<file path="config.mk">
export PLATFORM = sky130hd
export DESIGN_NAME = regfile_write_arbiter
export DESIGN_NICKNAME = d
export VERILOG_FILES = /design/src/rtl/regfile_write_arbiter.sv
export SDC_FILE = /design/constraint.sdc
export NUM_CORES = 1
export LEC_CHECK = 0
export BUFFER_PORTS_ARGS = -buffer_cell sky130_fd_sc_hd__clkbuf_2
export CORE_MARGIN = 2
export CORE_UTILIZATION = 39
export DETAILED_ROUTE_END_ITERATION = 6
export PLACE_DENSITY_LB_ADDON = 0.1
export SYNTH_ARGS = -nofsm -noshare
export SYNTH_HDL_FRONTEND = slang
export SYNTH_SLANG_ARGS = --single-unit
</file>
<file path="constraint.sdc">
create_clock -name Clk -period 1.85 [get_ports Clk]
set_input_delay 0.0925 -clock Clk [delete_from_list [all_inputs] [get_ports Clk]]
set_output_delay 0.0925 -clock Clk [all_outputs]
set_load 0.005 [all_outputs]
</file>
<file path="src/rtl/regfile_write_arbiter.sv">
// rtl/regfile_write_arbiter.sv - single write port arbiter for the register file
// Round-robin between ALU (A) and load (B) writeback, plus a post-reset zero-clear sequencer.
module regfile_write_arbiter #(
  parameter int W  = 8,
  parameter int A  = 3,
  parameter int CW = 8
) (
  input  logic          Clk,
  input  logic          ResetN,
  input  logic          ClearReq,
  input  logic          AValid,
  input  logic [A-1:0]  AAddr,
  input  logic [W-1:0]  AData,
  output logic          AReady,
  input  logic          BValid,
  input  logic [A-1:0]  BAddr,
  input  logic [W-1:0]  BData,
  output logic          BReady,
  output logic          WriteEn,
  output logic [A-1:0]  Waddr,
  output logic [W-1:0]  DataIn,
  output logic          Busy,
  output logic [CW-1:0] ConflictCnt
);

  typedef enum logic {CLEAR = 1'b0, RUN = 1'b1} state_t;

  state_t         state, state_nxt;
  logic [A-1:0]   cnt, cnt_nxt;
  logic           ptr_b, ptr_b_nxt;
  logic [CW-1:0]  conflict_nxt;
  logic           we_nxt;
  logic [A-1:0]   waddr_nxt;
  logic [W-1:0]   data_nxt;

  assign Busy = (state == CLEAR);

  always_ff @(posedge Clk or negedge ResetN) begin
    if (!ResetN) begin
      state       <= CLEAR;
      cnt         <= '0;
      ptr_b       <= 1'b0;
      WriteEn     <= 1'b0;
      Waddr       <= '0;
      DataIn      <= '0;
      ConflictCnt <= '0;
    end else begin
      state       <= state_nxt;
      cnt         <= cnt_nxt;
      ptr_b       <= ptr_b_nxt;
      WriteEn     <= we_nxt;
      Waddr       <= waddr_nxt;
      DataIn      <= data_nxt;
      ConflictCnt <= conflict_nxt;
    end
  end

  always_comb begin
    state_nxt    = state;
    cnt_nxt      = cnt;
    ptr_b_nxt    = ptr_b;
    conflict_nxt = ConflictCnt;
    we_nxt       = 1'b0;
    waddr_nxt    = Waddr;
    data_nxt     = DataIn;
    AReady       = 1'b0;
    BReady       = 1'b0;

    case (state)
      CLEAR: begin
        we_nxt    = 1'b1;
        waddr_nxt = cnt;
        data_nxt  = '0;
        if (cnt == '1) begin
          cnt_nxt   = '0;
          state_nxt = RUN;
        end else begin
          cnt_nxt = cnt + A'(1);
        end
      end
      RUN: begin
        // A clear request pre-empts both requesters for this cycle.
        if (ClearReq) begin
          state_nxt = CLEAR;
        end else if (AValid && BValid) begin
          if (ptr_b) BReady = 1'b1;
          else       AReady = 1'b1;
          ptr_b_nxt = ~ptr_b;
          if (ConflictCnt != '1) conflict_nxt = ConflictCnt + CW'(1);
        end else if (AValid) begin
          AReady = 1'b1;
        end else if (BValid) begin
          BReady = 1'b1;
        end

        if (AReady) begin
          we_nxt    = 1'b1;
          waddr_nxt = AAddr;
          data_nxt  = AData;
        end else if (BReady) begin
          we_nxt    = 1'b1;
          waddr_nxt = BAddr;
          data_nxt  = BData;
        end
      end
      default: state_nxt = CLEAR;
    endcase
  end

endmodule

</file>
Word level (Yosys, flattened, before mapping):

Cells that the tools add are included.

* add/sub/neg operators: 2
* eq/ne operators: 3
* multiplexer cells: 26
* bitwise logic cells: 3
* reductions and logical operators: 3

Operators with widths (number)
* $mux W1: 17
* $mux W8: 2
* $pmux W8 S2: 1
* $mux W3: 3
* $add A8 B1 Y8 const B: 1
* $ne A8 B8 Y1 const B: 1
* $pmux W3 S2: 1
* $pmux W1 S2: 2
* $reduce_and A4 Y1: 1
* $add A3 B1 Y3 const B: 1
* $eq A3 B3 Y1 const B: 1
* $ne A3 B1 Y1 const B: 1
* $not A1 Y1: 3
* $reduce_and A3 Y1: 1
* $logic_and A1 B1 Y1: 1

* flip-flop bits (word level): 25
* output and inout port bits: 23
* logic and storage cells: 44

Depth between registers and ports, before layout:

Gate-level depths: netlist of run 1.

* word-level depth: 8
* gate-level depth with buffers: 6
* gate-level depth less buffers: 5

Least setup slack after synthesis of run 1:

Ideal clock, no wire load.

* kind: reg-to-reg
* start point: register ConflictCnt[0]
* end point: register ConflictCnt[1]
* library setup time: 0.125 ns
* arrival time: 1.339 ns
* data required time: 1.725 ns
* setup slack: 0.387 ns
* cell stages (with the launch flop): 5
* path buffers: 0
* period minus slack after synthesis: 1.463 ns
* path through: dfrtp_1 -> ha_1 -> nand3_1 -> o21bai_4 -> mux2_2

* longest elaborated chain between the ends: 2
* elaborated cells on any way between the ends: 3
* classes of those cells: 1 x add/sub; 1 x eq/ne; 1 x reduce/logical

Ends and longest elaborated chain
* start, declared: RTL line 23 `output logic [CW-1:0] ConflictCnt`
* start signal, assigned: RTL line 54 `ConflictCnt <= conflict_nxt;`
* branches (longest 2 deep; another with $add A8 B1 Y8)

Parallel ways; which one is timed is not known.
A chain may end at the register's enable or synchronous reset.

Worst setup path after layout of run 1:

* start point: register state
* end point: output AReady

* longest elaborated chain between the ends: 1

Ends and longest elaborated chain
* start, declared: RTL line 28 `state_t state, state_nxt;`
* start signal, assigned: RTL line 48 `state <= state_nxt;`
* $mux W1: RTL line 69 `case (state)`
* end, declared: RTL line 14 `output logic AReady,`

No other way between the ends.

==> flow_metrics.py, run 1 <==
metrics = {
    "pwr": {
        "ir_worst_vdd_mv": 0.6951,
        "power.total_uw": 1892,
        "powerDensity_nw_per_um2": 1275,
        "cellLeakagePower_uw": 0.0007976,
    },
    "clock_tree": {
        "clock-root-buffer": "clkbuf_4",
        "numCtsBuffers": 3,
        "clockBufferDepth": 2,
        "clock_sinks": 25,
        "cts-htree-levels": 1,
        "cts_setup_buffers": 0,
        "cts-resized-gates": 0,
        "clkSlewWorstSetupHoldPaths_ps": 140,
        "cts_tree": "done",
        "holdBufCountCts": 2,
        "clock_latency_ps": 310,
    },
    "timing": {
        "skew_ps": 1.705,
        "max_freq_mhz": 595.2,
        "slew_viol_final": 0,
        "fin_crit_sh_pct": 90.81,
        "timing.final.crit_period_ps": 1680,
        "fin_setup_tns_ps": 0,
        "slew_headroom_pct": 58.94,
        "rsz0062_at_grt": "false",
        "hold_viol_final": 0,
        "setup_viol": 0,
        "worstMarginPinSlew_ps": 616.0,
    },
    "floorplanning": {
        "die_y_um": 58.62,
        "dieArea_um2": 3436,
        "io_pins": 50,
        "initial_core_util_pct": 41.48,
        "num_rows": 19,
        "die_width_um": 58.62,
        "core_um2": 2805,
    },
    "outcome": {
        "status": "finished, violations left",
        "violations": "design-rule violations",
    },
    "synthesis": {
        "syn_inst": 110,
        "synthSimpleGateAreaFrac_pct": 14.30,
        "syn_area_um2": 1164,
        "synthXorXnorAreaFrac_pct": 6.022,
        "yosys.area_share.adder_pct": 3.226,
        "seq_area_frac_synth_pct": 53.76,
        "ys_warn_count": 0,
        "synth-seq-cells": 25,
        "synth_mux_area_share_pct": 1.935,
        "syn_area_per_cell_um2": 10.58,
        "synth_compound_area_share_pct": 17.20,
        "syn_nets": 140,
        "ys_types": 27,
        "synth_top_family_by_area": "compound AO/OA/AOI/OAI gates",
    },
    "global_route": {
        "grt.total_usage_pct": 15.53,
        "grt_antenna_before_repair": 0,
        "grt_pass1_vias": 936,
        "grt_max_degree": 26,
        "grt_pass1_wl_mm": 4.084,
        "grt.overflow.total": 0,
    },
    "setup_path": {
        "start_kind": "flop",
        "path_buf_inv": 1,
        "worstSetupEndpointType": "output port",
        "crit_family": "flip-flops",
        "critPathRequiredTime_ps": 1760,
        "worst_path_max_delay_cell": "dfrtp_1",
        "cp.arrival_ps": 1590,
        "path_cells": "and4_1 > clkbuf_2",
        "worst-path-max-fanout": 12,
        "slowest_delay_ps": 570,
        "critical_path_class": "flop to output port",
    },
    "final_layout": {
        "fin_nets": 193,
        "nFillCells": 278,
        "diodes": 0,
        "most-common-layout-cells": "49 x clkbuf_2, 25 x dfrtp_1, 16 x nor2_1",
        "syn_to_final_growth_pct": 27.53,
        "layout_commonest_cell": "clkbuf_2",
        "final_cells": 193,
        "drive_gt1_share_pct": 37.04,
        "finalInstanceArea_um2": 1484,
        "multi_input_area_um2": 496.7,
        "ff_latch_area_um2": 625.6,
    },
    "drt": {
        "drtIter0Drc": 39,
        "drc": 4,
        "wirelength_mm": 2.466,
        "via_count": 977,
        "firstDrtPassIters": 6,
        "wl_per_cell_um": 12.78,
        "ant_nets": 0,
        "via_per_inst": 5.062,
    },
    "place": {
        "post_dp_cell_area_um2": 1436,
        "hpwl_mm": 1.856,
        "dp_cells": 187,
        "place_congestion": 0.8202,
        "port_buffers": 49,
    },
    "run": {
        "cap_violations": 0,
    },
    "min_path": {
        "min_path_type": "input pin to flop",
    },
}
-- layer usage --
| layer | up-vias | part of all wire [%] | global-route usage, % | wire length, um |
|---|---|---|---|---|
| met5 | - | 0 | 0 | 0 |
| met4 | 0 | 0.85 | 6.818 | 21 |
| met3 | 2 | 5.7 | 2.857 | 140 |
| met2 | 31 | 45 | 22.95 | 1112 |
| met1 | 452 | 48 | 22.32 | 1192 |
| li1 | 492 | - | - | - |
-- sequential cells by signal, indices dropped and copies added (netlist names) --
signal and flops:
state 1, ptr_b 1, Waddr 3, WriteEn 1, DataIn 8, cnt 3, ConflictCnt 8
-- area by class of cell --
cell class	count	share of cell area [%]
clock buffer	3	1.518
multi-input combinational	76	33.47
sequential	25	42.16
tap	31	2.614
clock inverter	1	0.3373
timing repair buffer	53	18.89
inverter	4	1.012
-- final timing paths --
kind | end | slack (ps) | depth (start not counted) | startpoint
min in group asynchronous | ConflictCnt[3] | 300 | 2 | ResetN
max in group asynchronous | ConflictCnt[4] | 1150 | 2 | ResetN
min reg2reg | ConflictCnt[7] | 510 | 1 | ConflictCnt[7]
min | DataIn[7] | 70 | 3 | BData[7]
max reg2reg | ConflictCnt[1] | 260 | 4 | ConflictCnt[0]
max | AReady | 170 | 2 | state
-- worst min-delay path, delay by kind of cell --
family,cells,cell delay [ps]
compound gates,2,180
buf+inv,1,70
-- power by group --
part / total (uW) / internal [uW] / switching (uW)
clock: 244 / 80.9 / 163
sequential: 935 / 760 / 175
combinational: 713 / 364 / 350
total: 1890 / 1200 / 687
-- synth_stat cells, drive strengths merged --
master	count	area share, %
a21o	1	0.65
a21oi	9	3.9
a22oi	11	7.1
a31oi	4	2.2
and4	1	0.75
buf	4	1.9
clkbuf	1	0.32
dfrtp	25	54
ha	3	3.2
inv	4	1.3
mux2	2	1.9
nand2	8	2.6
nand2b	1	0.54
nand3	2	0.86
nand4	1	0.54
nand4b	1	0.75
nor2	16	5.2
nor3	3	1.3
nor4	1	1.8
o2111a	1	0.97
o21ai	2	0.86
o21bai	1	1.6
xnor2	2	1.5
xor2	6	4.5
-- metrics by stage --
step	setup WS [ps]	hold WS, ps	util (%)
finish	169.9	65.73	52.90
global route	15.69	63.10	52.90
detailed placement	281.8	140.0	51.20
floorplan	386.6	-203.1	-
CTS	130.8	59.42	52.90
global placement	367.2	136.4	51.20
-- logic make-up after synthesis --
group | after synthesis
XOR/XNOR | 8
flip-flops | 25
AO/OA/AOI/OAI | 29
multiplexers | 2
buffers and inverters | 9
adder cells (fa/ha/maj) | 3
AND/OR/NAND/NOR | 34
(Power assumes the default switching activity.)
==> inputs of run 2 (changes only) <==
--- a/config.mk
+++ b/config.mk
@@ -9,7 +9,9 @@
 export CORE_MARGIN = 2
 export CORE_UTILIZATION = 39
 export DETAILED_ROUTE_END_ITERATION = 6
+export GPL_ROUTABILITY_DRIVEN = 0
 export PLACE_DENSITY_LB_ADDON = 0.1
+export SETUP_SLACK_MARGIN = 0.3
 export SYNTH_ARGS = -nofsm -noshare
 export SYNTH_HDL_FRONTEND = slang
 export SYNTH_SLANG_ARGS = --single-unit
==> flow_metrics.py, run 2 (same netlist as run 1, synthesis figures left out) <==
metrics = {
    "setup_path": {
        "worstSetupEndpointType": "flop",
        "crit_family": "flip-flops",
        "worst-path-max-fanout": 8,
        "cp.arrival_ps": 1670,
        "path_cells": "ha_1 > nand3_2 > o21bai_4 > mux2_2",
        "critical_path_class": "flop to flop",
        "start_kind": "flop",
        "slowest_delay_ps": 390,
        "path_buf_inv": 0,
        "critPathRequiredTime_ps": 2060,
        "worst_path_max_delay_cell": "dfrtp_1",
    },
    "final_layout": {
        "finalInstanceArea_um2": 1515,
        "multi_input_area_um2": 504.2,
        "layout_commonest_cell": "clkbuf_2",
        "nFillCells": 272,
        "top_regs": "ConflictCnt: 8 flops, DataIn: 8 flops",
        "most-common-layout-cells": "49 x clkbuf_2, 24 x dfrtp_1, 16 x nor2_1",
        "diodes": 0,
        "fin_nets": 196,
        "drive_gt1_share_pct": 40.00,
        "ff_latch_area_um2": 626.9,
        "fin_util_pct": 54.01,
        "final_cells": 196,
        "syn_to_final_growth_pct": 30.21,
    },
    "drt": {
        "wirelength_mm": 2.448,
        "drc": 4,
        "drtIter0Drc": 44,
        "ant_nets": 0,
        "firstDrtPassIters": 6,
        "via_per_inst": 5.020,
        "wl_per_cell_um": 12.49,
        "via_count": 984,
    },
    "global_route": {
        "grt.overflow.total": 0,
        "grt_antenna_before_repair": 0,
        "grt_pass1_wl_mm": 4.098,
        "grt.total_usage_pct": 15.58,
        "grt_max_degree": 26,
        "grt_pass1_vias": 950,
    },
    "place": {
        "port_buffers": 49,
        "dp_cells": 187,
        "hpwl_mm": 1.856,
        "post_dp_cell_area_um2": 1436,
    },
    "timing": {
        "fin_crit_sh_pct": 79.06,
        "timing.final.crit_period_ps": 1463,
        "slew_viol_final": 0,
        "rsz0062_at_grt": "false",
        "worstMarginPinSlew_ps": 611.7,
        "fin_setup_tns_ps": 0,
        "slew_headroom_pct": 59.22,
        "hold_viol_final": 0,
        "setup_viol": 0,
        "max_freq_mhz": 683.7,
        "skew_ps": 2.610,
    },
    "pwr": {
        "switching_power_uw": 692.9,
        "powerDensity_nw_per_um2": 1274,
        "ir_worst_vdd_mv": 0.6950,
        "swShare_pct": 35.88,
        "p_int_uw": 1238,
        "clkPwrFrac_pct": 12.5,
        "p_comb_share_pct": 39.7,
        "cellLeakagePower_uw": 0.0008114,
        "seq_power_share_pct": 47.9,
    },
    "clock_tree": {
        "clock_sinks": 25,
        "cts_tree": "done",
        "clock-root-buffer": "clkbuf_4",
        "cts-htree-levels": 1,
        "clock_latency_ps": 310,
        "numCtsBuffers": 3,
        "clockBufferDepth": 2,
        "clkSlewWorstSetupHoldPaths_ps": 140,
    },
    "floorplanning": {
        "die_width_um": 58.62,
        "dieArea_um2": 3436,
        "initial_core_util_pct": 41.48,
        "core_um2": 2805,
        "die_y_um": 58.62,
        "io_pins": 50,
        "num_rows": 19,
    },
    "outcome": {
        "violations": "design-rule violations",
        "status": "finished, violations left",
    },
    "min_path": {
        "min_path_type": "input pin to flop",
    },
    "run": {
        "cap_violations": 0,
    },
}
run 2: worst paths after layout:
path                                start        endpoint  slack, ps  depth (start not counted)
min in group asynchronous          ResetN  ConflictCnt[6]        310                          2
max                        ConflictCnt[0]  ConflictCnt[1]        390                          4
max in group asynchronous          ResetN           state       1120                          2
min reg2reg                ConflictCnt[7]  ConflictCnt[7]        500                          1
max reg2reg                ConflictCnt[0]  ConflictCnt[1]        390                          4
min                              BData[7]       DataIn[7]         70                          3
run 2: tightest hold or removal path: stages:
cell and delay [ps]:
clkbuf_2 70, a22oi_1 50, a21oi_1 130
run 2: repair_timing:
item,4_1_cts,5_1_grt
resized for setup,2,2
hold endpoints to repair,26,0
gates cloned,0,0
endpoints found under the setup margin,2,7
hold buffers,2,0
setup buffers,2,1
pin swaps,1,1
run 2: power groups by stage:
stage / registers (uW) / clock network, uW / logic, uW
after floorplan: 917 / 0 / 435
after global placement: 930 / 0 / 708
after detailed placement: 947 / 0 / 728
after CTS: 926 / 257 / 763
after global routing: 957 / 277 / 883
final: 924 / 240 / 766
run 2: layout make-up:
type / count / area share, %
clock buffers: 3 / 1.486
well taps: 31 / 2.560
flip-flops and latches: 25 / 41.37
inverters: 4 / 0.9909
multi-input cells: 76 / 33.28
repair buffers: 56 / 19.98
clock inverters: 1 / 0.3303
run 2: layer usage:
| layer | global-route usage, % | vias to the layer above | wire, um |
|---|---|---|---|
| li1 | - | 499 | - |
| met1 | 22.03 | 454 | 1195 |
| met2 | 23.43 | 29 | 1090 |
| met3 | 2.857 | 2 | 140 |
| met4 | 6.818 | 0 | 21 |
| met5 | 0 | - | 0 |
run 2: stage by stage:
stage	hold WS, ps	total power, uW	setup WS (ps)
after global placement	136.4	1638	367.2
final	69.44	1931	387.3
after floorplan	-203.1	1353	386.6
after CTS	59.42	1947	309.6
after global routing	66.32	2117	319.7
after detailed placement	140.0	1675	281.8
==> inputs of run 3 (changes only) <==
==> constraint.sdc (replaced) <==
create_clock -name Clk -period 1.39 [get_ports Clk]
set_input_delay 0.0695 -clock Clk [delete_from_list [all_inputs] [get_ports Clk]]
set_output_delay 0.0695 -clock Clk [all_outputs]
set_load 0.005 [all_outputs]
==> flow_metrics.py, run 3 (same netlist as run 1, synthesis figures left out) <==
metrics = {
    "setup_path": {
        "slowest_delay_ps": 410,
        "reg2reg_depth": 6,
        "worst-path-max-fanout": 7,
        "worstSetupEndpointType": "flop",
        "start_kind": "flop",
        "path_cells": "ha_4 > nand3_4 > o21bai_4 > buf_4 > nor2_2 > xor2_1",
        "worst_path_max_delay_cell": "dfrtp_1",
        "r2r-end": "ConflictCnt[4]",
        "cp.arrival_ps": 1630,
        "critical_path_class": "flop to flop",
        "critPathRequiredTime_ps": 1620,
        "r2r_start": "ConflictCnt[0]",
        "reg2reg_setup_slack_ps": -20,
    },
    "clock_tree": {
        "clock_sinks": 25,
        "cts-htree-levels": 1,
        "clock-root-buffer": "clkbuf_4",
        "clock_latency_ps": 310,
        "cts_tree": "done",
        "numCtsBuffers": 3,
        "clkSlewWorstSetupHoldPaths_ps": 130,
        "clockBufferDepth": 2,
    },
    "outcome": {
        "status": "finished, violations left",
        "violations": "design-rule violations, negative setup slack",
    },
    "global_route": {
        "grt_pass1_wl_mm": 4.747,
        "grt.total_usage_pct": 18.39,
        "grt.overflow.total": 0,
        "grt_pass1_vias": 1048,
        "grt_antenna_before_repair": 0,
        "grt_max_degree": 26,
    },
    "final_layout": {
        "syn_to_final_growth_pct": 67.63,
        "fin_nets": 217,
        "most-common-layout-cells": "45 x clkbuf_2, 25 x dfrtp_1, 14 x buf_4",
        "top_regs": "ConflictCnt: 8 flops, DataIn: 8 flops",
        "diodes": 0,
        "layout_commonest_cell": "clkbuf_2",
        "finalInstanceArea_um2": 1951,
        "drive_gt1_share_pct": 61.83,
    },
    "drt": {
        "wl_per_cell_um": 14.12,
        "firstDrtPassIters": 6,
        "wirelength_mm": 3.064,
        "drc": 5,
        "ant_nets": 0,
        "via_count": 1105,
        "drtIter0Drc": 41,
        "via_per_inst": 5.092,
    },
    "min_path": {
        "hp-start": "BData[3]",
        "whs_path_depth": 3,
        "min_path_type": "input pin to flop",
        "hold_end": "DataIn[3]",
    },
    "floorplanning": {
        "die_width_um": 58.62,
        "core_um2": 2805,
        "initial_core_util_pct": 41.48,
        "io_pins": 50,
        "dieArea_um2": 3436,
        "num_rows": 19,
        "die_y_um": 58.62,
    },
    "pwr": {
        "ir_worst_vdd_mv": 0.8791,
        "cellLeakagePower_uw": 0.0009651,
        "powerDensity_nw_per_um2": 1719,
        "power.total_uw": 3353,
    },
    "timing": {
        "slew_viol_final": 0,
        "skew_ps": 1.908,
        "worstMarginPinSlew_ps": 616.2,
        "worst_slack_ps": -17.70,
        "fin_crit_sh_pct": 101.3,
        "slew_headroom_pct": 58.77,
        "hold_viol_final": 0,
        "max_freq_mhz": 710.4,
        "fin_setup_tns_ps": -17.70,
        "timing.final.crit_period_ps": 1408,
        "rsz0062_at_grt": "true",
        "setup_viol": 1,
    },
    "place": {
        "port_buffers": 49,
        "post_dp_cell_area_um2": 1588,
        "hpwl_mm": 1.952,
    },
    "run": {
        "cap_violations": 0,
    },
}
==> run 3: cell types whose count changed in the layout (fill, tap and decap cells not counted), moves of 3 or more <==
cell,before,now
nor2_1,16,12
buf_6,0,12
nor3_2,0,3
a22oi_1,11,0
buf_4,5,14
a22oi_2,0,11
nor3_1,3,0
clkbuf_2,49,45
a21oi_1,9,4
ha_1,3,0
nor2_2,0,3
a21oi_2,0,5
==> run 3: timing repair <==
action                                  CTS  global route
endpoints found under the hold margin    26             0
gates resized for setup                  18            18
setup buffers                            14             6
cloned                                    0             0
pin swaps                                11             8
endpoints found under the setup margin   26            29
hold buffers                              2             0
==> run 3: worst max path at each step <==
stage | start | endpoint | slack [ps]
4_1_cts | ConflictCnt[0] | ConflictCnt[3] | 60
3_5_place_dp | ConflictCnt[1] | ConflictCnt[1] | 8
2_1_floorplan | ConflictCnt[0] | ConflictCnt[1] | 10
3_3_place_gp | ConflictCnt[1] | ConflictCnt[1] | 60
6_report | ConflictCnt[0] | ConflictCnt[4] | -20
5_1_grt | ConflictCnt[0] | ConflictCnt[4] | -100
==> run 3: worst max-delay path: cells and delay by family, from the launching register on <==
family	cells	cell delay, ps
buffers and inverters	1	160
xor gates and xnor gates	1	200
AOI/OAI and AO/OA	1	250
adders and majority gates	1	170
and+or+nand+nor	2	120
DFF	1	410
==> run 3: metal layers <==
metal | vias up | track usage [%] | routed length (um)
met5 | - | 0 | 0
met3 | 4 | 3.736 | 217
met2 | 31 | 30.66 | 1549
li1 | 542 | - | -
met4 | 0 | 7.792 | 34
met1 | 528 | 23.30 | 1264
==> run 3: per-stage QoR <==
step | cells | hold WS, ps | util [%] | setup slack [ps]
after detailed placement | 191 | 123.8 | 56.60 | 8.104
after global placement | 191 | 114.9 | 56.60 | 64.25
after global routing | 217 | 28.04 | 69.54 | -103.5
final | 217 | 26.37 | 69.54 | -17.70
after floorplan | 110 | -226.1 | - | 11.81
after CTS | 211 | 27.03 | 65.12 | 60.26
==> run 3: area by class of cell <==
type	instances	area [um2]
clock buffers	4	26.28
fillers	213	854.6
inverters	4	27.53
multi-input cells	76	686.9
flip-flops and latches	25	625.6
well taps	31	38.79
repair buffers	77	545.5
==> run 3: power breakdown <==
part	switching (uW)	internal, uW	leakage, uW
Sequential	204	1010	0.000316
Clock	207	112	0.0000150
Combinational	787	1030	0.000635
Total	1200	2160	0.000965
